==> src/rtl/stage_ctrl.sv <==
// stage_ctrl: per-stage player controller for a small room-crawler game.
// The player moves STEP pixels per accepted tick. After each move, the
// controller checks five objects against the player position, one per cycle:
// key0, key1, key2, light and door.
// Collecting all three keys and then touching the door clears the stage.
// Optional feature macro: DARK_STAGE_EN. When it is defined, stage 2 starts
// dark, and keys in that stage cannot be collected until the light is touched.
// When it is undefined, is_dark is tied low and the light check slot idles.
module stage_ctrl #(
    parameter int STEP  = 2,
    parameter int HIT   = 16,
    parameter int X_MAX = 304,
    parameter int Y_MAX = 224
) (
    input  logic       clk,
    input  logic       rst,
    input  logic [1:0] stage,
    input  logic       start,
    input  logic       tick,
    input  logic       dir_valid,
    input  logic [1:0] dir,
    output logic [8:0] player_x,
    output logic [8:0] player_y,
    output logic [1:0] key_find,
    output logic [2:0] key_mask,
    output logic       is_dark,
    output logic       pass,
    output logic       busy
);

    typedef enum logic [2:0] {
        S_IDLE = 3'd0,
        S_INIT = 3'd1,
        S_RUN  = 3'd2,
        S_MOVE = 3'd3,
        S_CHK  = 3'd4,
        S_DONE = 3'd5
    } state_t;

    // 10-bit copies of the parameters. Move and distance arithmetic is done
    // one bit wider than the 9-bit position, so sums cannot wrap.
    localparam logic [9:0] STEP_W  = 10'(STEP);
    localparam logic [9:0] HIT_W   = 10'(HIT);
    localparam logic [9:0] X_MAX_W = 10'(X_MAX);
    localparam logic [9:0] Y_MAX_W = 10'(Y_MAX);

    localparam logic [8:0] START_X = 9'd40;
    localparam logic [8:0] START_Y = 9'd130;

    state_t     state_q, state_d;
    logic [2:0] chk_idx_q, chk_idx_d;
    logic [1:0] stage_q;
    logic [1:0] dir_q;

    logic       start_ok;
    logic       run_go;
    logic       do_init;
    logic       do_move;
    logic       key_take;
    logic       pass_d;
`ifdef DARK_STAGE_EN
    logic       light_clr;
`endif

    logic [8:0] obj_x, obj_y;
    logic [9:0] dx, dy;
    logic       hit;
    logic [9:0] nx, ny;

    // A start pulse with stage 0 is treated as noise and is ignored.
    assign start_ok = start && (stage != 2'd0);

    // Busy covers the whole move/check sequence plus the INIT cycle.
    assign busy = (state_q == S_INIT) || (state_q == S_MOVE) || (state_q == S_CHK);

    // Position of the object checked in the current CHK slot.
    always_comb begin
        obj_x = 9'd0;
        obj_y = 9'd0;
        case (chk_idx_q)
            3'd3: begin obj_x = 9'd150; obj_y = 9'd120; end   // light
            3'd4: begin obj_x = 9'd288; obj_y = 9'd120; end   // door
            default: begin
                case ({stage_q, chk_idx_q[1:0]})
                    4'b01_00: begin obj_x = 9'd100; obj_y = 9'd40;  end
                    4'b01_01: begin obj_x = 9'd200; obj_y = 9'd180; end
                    4'b01_10: begin obj_x = 9'd280; obj_y = 9'd60;  end
                    4'b10_00: begin obj_x = 9'd60;  obj_y = 9'd200; end
                    4'b10_01: begin obj_x = 9'd160; obj_y = 9'd40;  end
                    4'b10_10: begin obj_x = 9'd260; obj_y = 9'd200; end
                    4'b11_00: begin obj_x = 9'd40;  obj_y = 9'd40;  end
                    4'b11_01: begin obj_x = 9'd280; obj_y = 9'd40;  end
                    4'b11_10: begin obj_x = 9'd160; obj_y = 9'd200; end
                    default:  begin obj_x = 9'd0;   obj_y = 9'd0;   end
                endcase
            end
        endcase
    end

    // Strict collision window on both axes; a distance of exactly HIT misses.
    always_comb begin
        dx  = (player_x >= obj_x) ? ({1'b0, player_x} - {1'b0, obj_x})
                                  : ({1'b0, obj_x} - {1'b0, player_x});
        dy  = (player_y >= obj_y) ? ({1'b0, player_y} - {1'b0, obj_y})
                                  : ({1'b0, obj_y} - {1'b0, player_y});
        hit = (dx < HIT_W) && (dy < HIT_W);
    end

    // Saturating next position for the latched direction.
    always_comb begin
        nx = {1'b0, player_x};
        ny = {1'b0, player_y};
        case (dir_q)
            2'd0: ny = (ny < STEP_W) ? 10'd0 : ny - STEP_W;
            2'd1: nx = (nx < STEP_W) ? 10'd0 : nx - STEP_W;
            2'd2: ny = (ny + STEP_W > Y_MAX_W) ? Y_MAX_W : ny + STEP_W;
            default: nx = (nx + STEP_W > X_MAX_W) ? X_MAX_W : nx + STEP_W;
        endcase
    end

    // State register and check-slot index.
    always_ff @(posedge clk or posedge rst) begin
        if (rst) begin
            state_q   <= S_IDLE;
            chk_idx_q <= 3'd0;
        end else begin
            state_q   <= state_d;
            chk_idx_q <= chk_idx_d;
        end
    end

    // Next-state logic and datapath strobes; start preempts everything.
    always_comb begin
        state_d   = state_q;
        chk_idx_d = chk_idx_q;
        run_go    = 1'b0;
        do_init   = 1'b0;
        do_move   = 1'b0;
        key_take  = 1'b0;
        pass_d    = 1'b0;
`ifdef DARK_STAGE_EN
        light_clr = 1'b0;
`endif
        if (start_ok) begin
            state_d   = S_INIT;
            chk_idx_d = 3'd0;
            do_init   = 1'b1;
        end else begin
            case (state_q)
                S_INIT: state_d = S_RUN;
                S_RUN: begin
                    if (tick && dir_valid) begin
                        run_go  = 1'b1;
                        state_d = S_MOVE;
                    end
                end
                S_MOVE: begin
                    do_move   = 1'b1;
                    chk_idx_d = 3'd0;
                    state_d   = S_CHK;
                end
                S_CHK: begin
                    chk_idx_d = chk_idx_q + 3'd1;
                    case (chk_idx_q)
                        3'd0, 3'd1, 3'd2:
                            key_take = hit && !key_mask[chk_idx_q[1:0]] && !is_dark;
                        3'd3: begin
`ifdef DARK_STAGE_EN
                            light_clr = hit;
`endif
                        end
                        default: begin
                            chk_idx_d = 3'd0;
                            if (hit && (key_find == 2'd3) && !is_dark) begin
                                state_d = S_DONE;
                                pass_d  = 1'b1;
                            end else begin
                                state_d = S_RUN;
                            end
                        end
                    endcase
                end
                default: ;  // IDLE and DONE wait for start
            endcase
        end
    end

    // Player position, key bookkeeping and the stage-cleared pulse.
    always_ff @(posedge clk or posedge rst) begin
        if (rst) begin
            player_x <= START_X;
            player_y <= START_Y;
            key_find <= 2'd0;
            key_mask <= 3'd0;
            pass     <= 1'b0;
            stage_q  <= 2'd1;
            dir_q    <= 2'd0;
        end else begin
            pass <= pass_d;
            if (run_go)
                dir_q <= dir;
            if (do_init) begin
                stage_q  <= stage;
                player_x <= START_X;
                player_y <= START_Y;
                key_find <= 2'd0;
                key_mask <= 3'd0;
            end else begin
                if (do_move) begin
                    player_x <= nx[8:0];
                    player_y <= ny[8:0];
                end
                if (key_take) begin
                    key_mask[chk_idx_q[1:0]] <= 1'b1;
                    key_find <= (key_find == 2'd3) ? 2'd3 : key_find + 2'd1;
                end
            end
        end
    end

`ifdef DARK_STAGE_EN
    // Stage 2 starts dark; touching the light turns it on for the stage.
    always_ff @(posedge clk or posedge rst) begin
        if (rst)
            is_dark <= 1'b0;
        else if (do_init)
            is_dark <= (stage == 2'd2);
        else if (light_clr)
            is_dark <= 1'b0;
    end
`else
    assign is_dark = 1'b0;
`endif

endmodule
==> config.mk <==
export PLATFORM = sky130hd
export DESIGN_NAME = stage_ctrl
export DESIGN_NICKNAME = d
export VERILOG_FILES = /design/src/rtl/stage_ctrl.sv
export SDC_FILE = /design/constraint.sdc
export NUM_CORES = 1
export LEC_CHECK = 0
export CAP_MARGIN = 10
export CORE_MARGIN = 2
export CORE_UTILIZATION = 45
export DETAILED_ROUTE_END_ITERATION = 6
export PLACE_DENSITY = 0.68
export SLEW_MARGIN = 20
export SYNTH_ARGS = -nofsm -noshare
export SYNTH_HDL_FRONTEND = slang
export SYNTH_SLANG_ARGS = --single-unit
==> constraint.sdc <==
create_clock -name clk -period 4.71 [get_ports clk]
set_input_delay 0.942 -clock clk [delete_from_list [all_inputs] [get_ports clk]]
set_output_delay 0.942 -clock clk [all_outputs]
set_load 0.01 [all_outputs]
## Word-level counts from Yosys, hierarchy flattened

Memory sizes are Yosys's and may differ from the RTL's.
Cells that the tools add are included.

| operators by class | value |
|---|---|
| $add $sub $neg | 10 |
| shift-type cells | 0 |
| equality and inequality tests | 14 |
| bitwise gates (word level) | 1 |
| order comparisons | 10 |
| multiplexer cells | 44 |
| divide/modulo/power cells | 0 |
| multipliers | 0 |
| reductions and logical operators | 24 |

Operators by type and width:

| operator | count |
|---|---|
| 9-bit 2-to-1 mux | 9 |
| 9-bit one-hot mux with 2 select lines | 3 |
| 9-bit by 9-bit subtractor with 10-bit output | 4 |
| 3-bit 2-to-1 mux | 8 |
| 9-bit by 2-bit adder with 10-bit output (second input constant) | 2 |
| 10-bit by 5-bit less-than comparator with 1-bit output (second input constant) | 2 |
| 10-bit 2-to-1 mux | 2 |
| 9-bit greater-or-equal comparator | 2 |
| 9-bit by 2-bit less-than comparator with 1-bit output (second input constant) | 2 |
| 9-bit by 2-bit subtractor with 9-bit output (second input constant) | 2 |
| 1-bit 2-to-1 mux | 15 |
| 3-bit by 2-bit equality test with 1-bit output (second input constant) | 4 |
| 3-bit one-hot mux with 4 select lines | 1 |
| 10-bit by 8-bit > comparator with 1-bit output (second input constant) | 1 |
| 10-bit by 9-bit > comparator with 1-bit output (second input constant) | 1 |
| 3-bit by 1-bit equality test with 1-bit output (second input constant) | 2 |
| 3-bit equality test (second input constant) | 2 |
| 1-bit logical AND | 6 |
| 2-bit 2-to-1 mux | 3 |
| 3-bit inequality test (second input constant) | 2 |
| 3-bit one-hot mux with 2 select lines | 1 |
| 2-bit nonzero test | 3 |
| 3-bit nonzero test | 2 |
| 5-bit nonzero test | 1 |
| other kinds (19) | 23 |

| word-level totals | value |
|---|---|
| output and inout port bits | 26 |
| latch bits | 0 |
| RAM bits | 0 |
| memory bits (read-only) | 208 |
| bits of input ports | 9 |
| flip-flop bits (word level) | 34 |
| memories | 1 |

Memories:

| memory | depth | width | rd ports | clocked after Yosys merged registers in | wr ports | RTL line | RTL |
|---|---|---|---|---|---|---|---|
| (no name shown) | 16 | 13 | 1 | 0 | 0 | 84 | `case ({stage_q, chk_idx_q[1:0]})` |

## Logic depth before layout (Yosys ltp)

| logic depth | value |
|---|---|
| depth after elaboration | 13 |
| depth in mapped cells | 17 |
| depth with buffers taken out | 17 |

## Least setup slack after synthesis

OpenSTA, ideal clock, no wires.

| timing | value |
|---|---|
| path kind | flip-flop to flip-flop |
| start point | register chk_idx_q[0] |
| end point | register pass |
| buffers on the path | 1 |
| setup time | 0.068 ns |
| slack | 1.242 ns |
| cell stages (with the launch flop) | 16 |
| arrival time | 3.399 ns |
| clock period less this slack | 3.468 ns |
| data required time | 4.642 ns |
| cell sequence | dfrtp_1 ha_1 ha_1 a21oi_1 nand3_1 inv_1 ha_1 buf_6 a21o_1 a22oi_2 o2111ai_1 nor4b_2 nand4b_1 a221oi_2 and2_4 and4_1 |

| on the way | value |
|---|---|
| longest elaborated chain between the ends | 12 |
| elaborated cells between the ends (all ways) | 26 |

Ends and longest elaborated chain:

| element | RTL line | RTL |
|---|---|---|
| from (decl) | 51 | `logic [2:0] chk_idx_q, chk_idx_d;` |
| from (signal assigned) | 128 | `chk_idx_q <= chk_idx_d;` |
| parallel branches: the longest is 9 deep, another holds memory 16 x 13 bit | - |  |
| 1-bit 2-to-1 mux (*) | 164 | `case (chk_idx_q)` |
| 1-bit 2-to-1 mux (*) | 149 | `case (state_q)` |
| 1-bit 2-to-1 mux (*) | 144 | `if (start_ok) begin` |
| named net pass_d | 60 | `logic pass_d;` |
| to (signal assigned) | 199 | `pass <= pass_d;` |
| to (decl) | 27 | `output logic pass,` |

Mark *: on every way through the listed nets, which the timed path passes.
A chain may end at the register's enable or synchronous reset.

## Worst setup path after layout

Same ends and word-level chain as after synthesis.

==> flow_summary_export.csv <==
group,metric,value,unit
synthesis,syn_area_per_cell,7.46,µm²
cts,cts_tree,"yes",
drt,wire_per_inst,16.5,µm
timing,rsz0062_at_grt,"false",
final_layout,final_area,4310,µm²
cts,path_clk_slew,0.08,ns
cts,cts_setup_buffers,0,
synthesis,ys_seq_elements,32,
cts,cts-root-buf,"clkbuf_8",
die,die_area,9360,µm²
synthesis,synth_cell_types,72,
synthesis,syn-instance-count,519,
synthesis,yosys-top-cells-area,"dfrtp_1, ha_1, a21oi_1",
die,ios,35,
die,fp.coreArea,8300,µm²
setup_path,startpoint_type,"flip-flop",
min_path,hold_path.class,"flip-flop to flip-flop",
synthesis,async_flop_share,100,%
die,dieHeight,96.8,µm
synthesis,synth_most_common_cell,"inv_1",
timing,fin_ws,0.572,ns
setup_path,worstPathCellList,"inv_1 -> ha_1 -> inv_1 -> nor2_1 -> a21oi_1 -> nor3b_1 -> a211oi_1 -> inv_1 -> ha_1 -> nor2b_1 -> o21ai_0 -> a21oi_1 -> nor4b_2 -> nand4b_1 -> a221oi_2 -> and2_4 -> and4_1",
global_routing,grt-ovfl-total,0,
global_routing,antenna_found_initial,0,
cts,hold_buffers,0,
timing,tns,0,ns
die,start_util,46.7,%
synthesis,ys_top_cells_by_count,"inv_1, nand2_1, a21oi_1, nor2_1, ha_1",
drt,antenna_left,0,
setup_path,critPathSlowestCell,"dfrtp_1",
placement,io_buffers,31,
final_layout,syn_to_final_growth,11.3,%
timing,hold_violations,0,
synthesis,synthFlopType,"dfrtp_1",
setup_path,crit_fanout,9,
synthesis,yosysTopAreaCell,"dfrtp_1",
synthesis,synth_top_area_share,17.4,%
drt,drc,0,
cts,cts_buffers,5,
synthesis,netlist_area,3870,µm²
drt,dr_total_vias,3940,
final_layout,num_antenna_cells,0,
setup_path,arrival,4.37,ns
power,leakage,1.87,nW
timing,maxSlewHeadroom,36.4,%
cts,htree_levels,2,
synthesis,ys_seq_area_share,20.8,%
global_routing,grt_max_degree,25,
power,ir_worst_vdd,309,µV
power,p_per_area,454,nW/µm²
drt,routed_wl,10.6,mm
final_layout,fill_cells,772,
run_status,status,"complete, no violations",
setup_path,cp.required,4.94,ns
placement,pre_cts_ws,0.676,ns
placement,placed_cell_area,4200,µm²
die,row_count,33,
final_layout,final_net_count,585,
placement,place.gp.congestion,0.944,
synthesis,ys.warnings.count,0,
setup_path,path_class,"flip-flop to flip-flop",
setup_path,rrSetupSlack,0.57,ns
run,drv_cap,0,
drt,via_per_inst,6.12,
drt,drt_iter0_drc,309,
global_routing,first_global_vias,3734,
timing,tightest_slew,0.948,ns
timing,skew,0.00469,ns
timing,fin_crit_sh,87.9,%
timing,setup_violations,0,
setup_path,end_kind,"flip-flop",
cts,cts-resized-gates,0,
cts,clock-sinks,32,
drt,dr.pass1.iters,5,
cts,cts_buffer_depth,2,
synthesis,synth_edf_count,0,
die,die_w,96.8,µm
global_routing,grt_usage,22.5,%
timing,final_max_slew_viol_count,0,
placement,hpwl,8.02,mm
cts,worstSkewPairLatency,0.30,ns
global_routing,grt_pass1_wl,17.7,mm
timing,max_freq,242,MHz
final_layout,drive_gt1_share,6.12,%
setup_path,worst_path_most_repeated_cell,"inv_1",
final_layout,multi_input_area,2750,µm²
final_layout,regArea,807,µm²
setup_path,critPathMaxStageDelay,0.52,ns
timing,min_period,4.14,ns
## power by group
part | switching, W | internal, W
clock | 0.000126 | 0.000157
sequential | 0.000134 | 0.000336
combinational | 0.000690 | 0.000514
total | 0.000950 | 0.00101
## routing by layer
layer / global-route usage (%) / share of wire [%] / routed length, µm / vias to the layer above
met2: 36.6 / 46 / 4900 / 154
met3: 3.61 / 5.5 / 581 / 27
li1: - / - / - / 1922
met1: 29.7 / 45 / 4810 / 1837
met4: 9.21 / 2.8 / 302 / 0
met5: 0 / 0 / 0 / -
## registers in the layout, indices dropped and copies added, names as in the netlist
name       count
key_mask       3
pass           1
chk_idx_q      3
player_x       8
state_q        3
dir_q          2
player_y       8
key_find       2
stage_q        2
## worst max-delay path: cells and delay by family (launching register included)
kind	cells	cell delay (ns)
adder cells (fa/ha/maj)	2	0.62
flip-flops	1	0.52
AND/OR/NAND/NOR	7	1.19
buffers and inverters	3	0.34
AO/OA/AOI/OAI	5	1.40
## path summary, 6_finish.rpt
kind | start | to | cells past startpoint
setup reg to reg | chk_idx_q[0]$_DFFE_PP0P_ | pass$_DFF_PP0_ | 17
hold reg to reg | key_mask[0]$_DFFE_PP0P_ | key_mask[0]$_DFFE_PP0P_ | 1
hold / removal | key_mask[0]$_DFFE_PP0P_ | key_mask[0]$_DFFE_PP0P_ | 1
max in group asynchronous | rst | player_x[3]$_DFFE_PP1P_ | 3
min in group asynchronous | rst | pass$_DFF_PP0_ | 2
setup / recovery | chk_idx_q[0]$_DFFE_PP0P_ | pass$_DFF_PP0_ | 17
## cells in the final DEF, fill, tap and decap left out, types with 4 or more instances in the layout
cell type | Yosys | final
nand2_1 | 44 | 44
clkdlybuf4s50_1 | 0 | 31
o21ai_0 | 32 | 32
a31oi_1 | 19 | 19
and2_1 | 4 | 4
a22oi_1 | 5 | 5
and3_1 | 9 | 9
inv_1 | 47 | 46
nor2b_1 | 13 | 13
nand3_1 | 15 | 15
xnor2_1 | 9 | 9
o21ai_1 | 5 | 5
ha_1 | 38 | 38
a211oi_1 | 4 | 4
nor3_1 | 17 | 17
a21oi_1 | 43 | 43
nand4_1 | 5 | 5
or3_1 | 7 | 7
o211ai_1 | 9 | 9
clkbuf_8 | 0 | 5
or2_2 | 4 | 4
dfrtp_1 | 27 | 27
o21a_1 | 7 | 7
nor2_1 | 40 | 40
o22ai_1 | 6 | 6
nand2b_1 | 6 | 6
o31ai_1 | 4 | 4
a21o_1 | 7 | 7
dfstp_2 | 5 | 5
## cell families (layout without fill, tap and decap cells)
kind of cell             after synthesis  count (layout)  synth area share [%]
adder cells (fa/ha/maj)               38              38                  12.3
flip-flops                            32              32                  20.8
AND/OR/NAND/NOR                      184             184                  24.5
multiplexers                           5               5                  1.39
other                                  1               3                0.0968
buffers and inverters                 71              89                  8.24
XOR/XNOR                              12              12                  2.91
AO/OA/AOI/OAI                        176             176                  29.8
## per-stage QoR
| step | power [W] | cells | util [%] | hold WS (ns) |
|---|---|---|---|---|
| finish | 0.00196 | 644 | 51.9 | 0.571 |
| global route | 0.00212 | 644 | 51.9 | 0.589 |
| CTS | 0.00194 | 644 | 51.9 | 0.566 |
| detailed placement | 0.00165 | 636 | 50.6 | 0.539 |
| global placement | 0.00163 | 636 | 50.6 | 0.534 |
| floorplan | 0.00135 | 521 | - | 0.523 |
## final cells by class
type                            count  share of cell area (%)
Multi-Input combinational cell    418                    63.9
Sequential cell                    32                    18.7
Timing Repair Buffer               33                    7.55
Inverter                           48                    4.18
Tap cell                          105                    3.05
Clock buffer                        5                    1.60
Clock inverter                      3                   0.987
(Power assumes the default switching activity.)
